## src/rtl/alu_mul_seq.sv

```systemverilog
// alu_mul_seq: iterative shift-add multiplier that borrows the shared ALU for each add via req/gnt.
module alu_mul_seq #(
    parameter int WIDTH      = 32,
    parameter int CNT_W      = 6,
    parameter bit EARLY_EXIT = 1'b1
) (
    input  logic             clk,
    input  logic             rst_n,
    input  logic             start,
    input  logic [WIDTH-1:0] a,
    input  logic [WIDTH-1:0] b,
    output logic             busy,
    output logic             done,
    output logic [WIDTH-1:0] result,
    output logic             alu_req,
    input  logic             alu_gnt,
    output logic [WIDTH-1:0] alu_a,
    output logic [WIDTH-1:0] alu_b,
    output logic [2:0]       alu_op,
    input  logic [WIDTH-1:0] alu_z
);
    typedef enum logic [1:0] {IDLE = 2'd0, RUN = 2'd1, DONE = 2'd2} state_t;
    state_t state_q, state_d;
    logic [WIDTH-1:0] acc_q, acc_d, mcand_q, mcand_d, mplier_q, mplier_d, result_q, result_d;
    logic [CNT_W-1:0] cnt_q, cnt_d;
    logic run, xc;
    assign run     = state_q == RUN;
    assign xc      = (cnt_q == CNT_W'(WIDTH)) || (EARLY_EXIT && mplier_q == '0);
    assign busy    = state_q != IDLE;
    assign done    = state_q == DONE;
    assign alu_req = run && !xc;
    assign alu_a   = run ? acc_q : '0;
    assign alu_b   = run ? mcand_q : '0;
    assign alu_op  = alu_req ? 3'b010 : 3'b000;
    assign result  = result_q;
    always_comb begin
        state_d  = state_q;
        acc_d    = acc_q;
        mcand_d  = mcand_q;
        mplier_d = mplier_q;
        cnt_d    = cnt_q;
        result_d = result_q;
        if (state_q == IDLE && start) begin
            state_d  = RUN;
            acc_d    = '0;
            mcand_d  = a;
            mplier_d = b;
            cnt_d    = '0;
        end else if (run && xc) begin
            state_d  = DONE;
            result_d = acc_q;
        end else if (alu_req && alu_gnt) begin
            // one multiplier bit retires per granted ALU cycle; stalls simply hold
            acc_d    = mplier_q[0] ? alu_z : acc_q;
            mcand_d  = mcand_q << 1;
            mplier_d = mplier_q >> 1;
            cnt_d    = cnt_q + 1'b1;
        end else if (state_q == DONE) begin
            state_d = IDLE;
        end
    end
    always_ff @(posedge clk or negedge rst_n) begin
        if (!rst_n) begin
            state_q  <= IDLE;
            acc_q    <= '0;
            mcand_q  <= '0;
            mplier_q <= '0;
            cnt_q    <= '0;
            result_q <= '0;
        end else begin
            state_q  <= state_d;
            acc_q    <= acc_d;
            mcand_q  <= mcand_d;
            mplier_q <= mplier_d;
            cnt_q    <= cnt_d;
            result_q <= result_d;
        end
    end
endmodule

```

## config.mk

```make
export PLATFORM = sky130hd
export DESIGN_NAME = alu_mul_seq
export DESIGN_NICKNAME = d
export VERILOG_FILES = /design/src/rtl/alu_mul_seq.sv
export SDC_FILE = /design/constraint.sdc
export NUM_CORES = 1
export LEC_CHECK = 0
export BUFFER_PORTS_ARGS = -buffer_cell sky130_fd_sc_hd__buf_2
export CAP_MARGIN = 0
export CORE_ASPECT_RATIO = 1.25
export CORE_UTILIZATION = 55
export DETAILED_ROUTE_END_ITERATION = 6
export HOLD_SLACK_MARGIN = 0.08
export PLACE_DENSITY_LB_ADDON = 0.15
export SYNTH_ARGS = -nofsm -noshare
export SYNTH_HDL_FRONTEND = slang
export SYNTH_SLANG_ARGS = --single-unit
```

## constraint.sdc

```tcl
create_clock -name clk -period 3.9 [get_ports clk]
set_input_delay 0.78 -clock clk [delete_from_list [all_inputs] [get_ports clk]]
set_output_delay 0.78 -clock clk [all_outputs]
set_load 0.02 [all_outputs]
```

==> impl_metrics.yaml <==
outcome:
  outcome: "completed"
yosys:
  synthTopCellsByArea: "dfrtp_1 55%, nand2_1 8.3%, a21oi_1 7.8%, and2_1 6.7%, a22o_1 4.7%"
  synth_top_area_share_pct: 55.32
  syn-cell-area_um2: 6152
  yosysWarningCount: 0
  ys_ff_latch: 136
  synth.avg_cell_area_um2: 9.293
  synth_cell_type_count: 32
  ys_seq_area_share_pct: 55.32
  syn_inst: 662
  yosys.area.top_type: "dfrtp_1"
power:
  power_mw: 6.689
  vdd_drop_max_mv: 0.4527
  power.leakage_nw: 3.909
  power_density_nw_per_um2: 866.0
place:
  io_buffers: 199
  hpwl_um: 9800
  gp_congestion: 0.8251
layout:
  nFillCells: 821
  area.growth.synth_to_final_pct: 25.54
  final_cell_mix: "198 x buf_2, 136 x dfrtp_1, 135 x nand2_1"
  final_common_cell: "buf_2"
  diodes: 0
  drive_gt1_share_pct: 28.84
  fin_nets: 937
global_routing:
  grt_pass1_wl_um: 24670
  antenna_found_initial: 0
  grt_pass1_vias: 5289
  grt.overflow.total: 0
  grt_max_degree: 106
  grt_usage_pct: 27.49
critical_path:
  crit_path_end_kind: "primary output"
  crit_chain: "nor4_1 -> nand4_1 -> o22ai_2 -> nor3b_1 -> buf_2"
  reg2reg_from: "cnt_q[3]"
  crit_family: "simple AND/OR/NAND/NOR gates"
  crit_fanout: 12
  reg2reg_depth: 6
  critPathKind: "reg2out"
  cp.arrival_ns: 2.30
  critPathRequiredTime_ns: 3.12
  startpoint: "mplier_q[14]"
  cp.depth: 5
  cpMaxStageDelayCell: "o22ai_2"
  setup.worst_path.start_class: "register"
  crit_buf_inv: 1
  crit_path_max_incr_delay_ns: 0.52
sta:
  slew_headroom_pct: 18.33
  max_freq_mhz: 324.4
  finClkSkew_ns: 0.01191
  setup_tns_ns: 0
  fin_crit_sh_pct: 79.04
  setup_viol: 0
  period_needed_ns: 3.083
  hold_viol: 0
  rsz0062_at_grt: "false"
  tightest_slew_ns: 1.221
  maxSlewViolCount: 0
drt:
  postRouteAntennaNets: 0
  vias: 5417
  via_per_inst: 5.539
  first_iter_violations: 352
  drc: 0
  wirelength_um: 15270
  drt_pass1_iterations: 4
  wl_per_cell_um: 15.61
cts:
  htreeDepth: 4
  cts_buffers: 17
  clk_path_buf_depth: 2
  clockRootBuffer: "clkbuf_16"
  insertion_delay_ns: 0.41
  cts_resized: 0
  cts_tree: "built"
  clock_sink_count: 136
  path_clk_slew_ns: 0.05
  postCtsHoldBufs: 0
  post_cts_buffers: 0
min_path:
  whs_path_depth: 1
  min_path_type: "reg2reg"
  min_from: "result[15]"
die:
  fp.dieArea_um2: 11620
  rows: 42
  die_x_um: 96.60
  floorplan.initialDensity_pct: 57.39
  ios: 202
  die_h_um: 120.2
  core_um2: 10720
flow_run:
  cap_violations: 0
stage by stage:
| stage | std cells | hold WS (ns) | area [um^2] | worst slack (ns) | utilization (%) |
|---|---|---|---|---|---|
| finish | 978 | 0.4906 | 7724 | 0.8172 | 72.05 |
| global route | 978 | 0.5120 | 7724 | 0.5974 | 72.05 |
| CTS | 978 | 0.4967 | 7724 | 0.7934 | 72.05 |
| detailed placement | 948 | 0.4767 | 7157 | 0.9918 | 66.76 |
| global placement | 948 | 0.4774 | 7157 | 1.056 | 66.76 |
| floorplan | 663 | 0.4844 | 6156 | 1.205 | - |
synthesized netlist by cell type:
master / number
nand3b_1: 2
nand2_1: 136
buf_2: 9
inv_1: 3
o21a_1: 2
nor2_1: 36
o21ai_2: 1
clkbuf_1: 38
and2_1: 66
or4_1: 1
buf_6: 3
or3_1: 1
nor4_1: 8
a22oi_1: 31
a21oi_1: 96
nand4_1: 2
o31ai_1: 2
o21ai_0: 34
dfrtp_1: 136
nor2b_1: 2
and3_1: 1
conb_1: 1
a221o_1: 1
o22ai_2: 1
xnor2_1: 1
buf_1: 3
o211a_1: 1
buf_4: 3
nor3b_1: 1
nand3_1: 5
ha_1: 2
a22o_1: 33
metal layers:
metal	track usage, %	share of wire [%]	wire, um
met5	0	0	0
met4	9.467	1.3	196
met3	5.723	6.8	1040
met2	45.69	50	7707
met1	35.34	41	6321
layout make-up:
type,count,area (um^2),area share [%]
Sequential cell,136,3403,44.06
Multi-Input combinational cell,468,2500,32.37
Timing Repair Buffer,209,1077,13.95
Clock buffer,23,498.0,6.447
Tap cell,132,165.2,2.138
Clock inverter,7,68.82,0.8910
Inverter,3,11.26,0.1458
worst paths after layout:
check / to / slack, ns
max: alu_op[1] / 0.82
min: result[15] / 0.49
max reg2reg: acc_q[17] / 1.00
min reg2reg: result[15] / 0.49
max in group asynchronous: acc_q[25] / 2.57
min in group asynchronous: result[10] / 0.51
registers in the layout (all words and copies together) (netlist names):
register  flops
result       32
mplier_q     32
cnt_q         6
acc_q        32
state_q       2
mcand_q      32
power breakdown:
group	internal, mW	total (mW)	leakage (nW)	switching, mW
combinational	1.07	2.93	1.84	1.86
sequential	1.92	2.24	1.79	0.329
clock	0.952	1.51	0.277	0.561
total	3.93	6.69	3.91	2.75
cells by family (layout without fill, tap and decap cells):
kind of cell             Yosys count  in the layout  share of synthesized area, %
AND/OR/NAND/NOR                  261            261                         19.52
flip-flops                       136            136                         55.32
XOR/XNOR                           1              1                        0.1424
adder cells (fa/ha/maj)            2              2                        0.4067
other                              1              2                       0.06095
buffers and inverters             59            242                         4.332
AO/OA/AOI/OAI                    202            202                         20.22
Note: power is estimated with default switching activity, not from simulation.
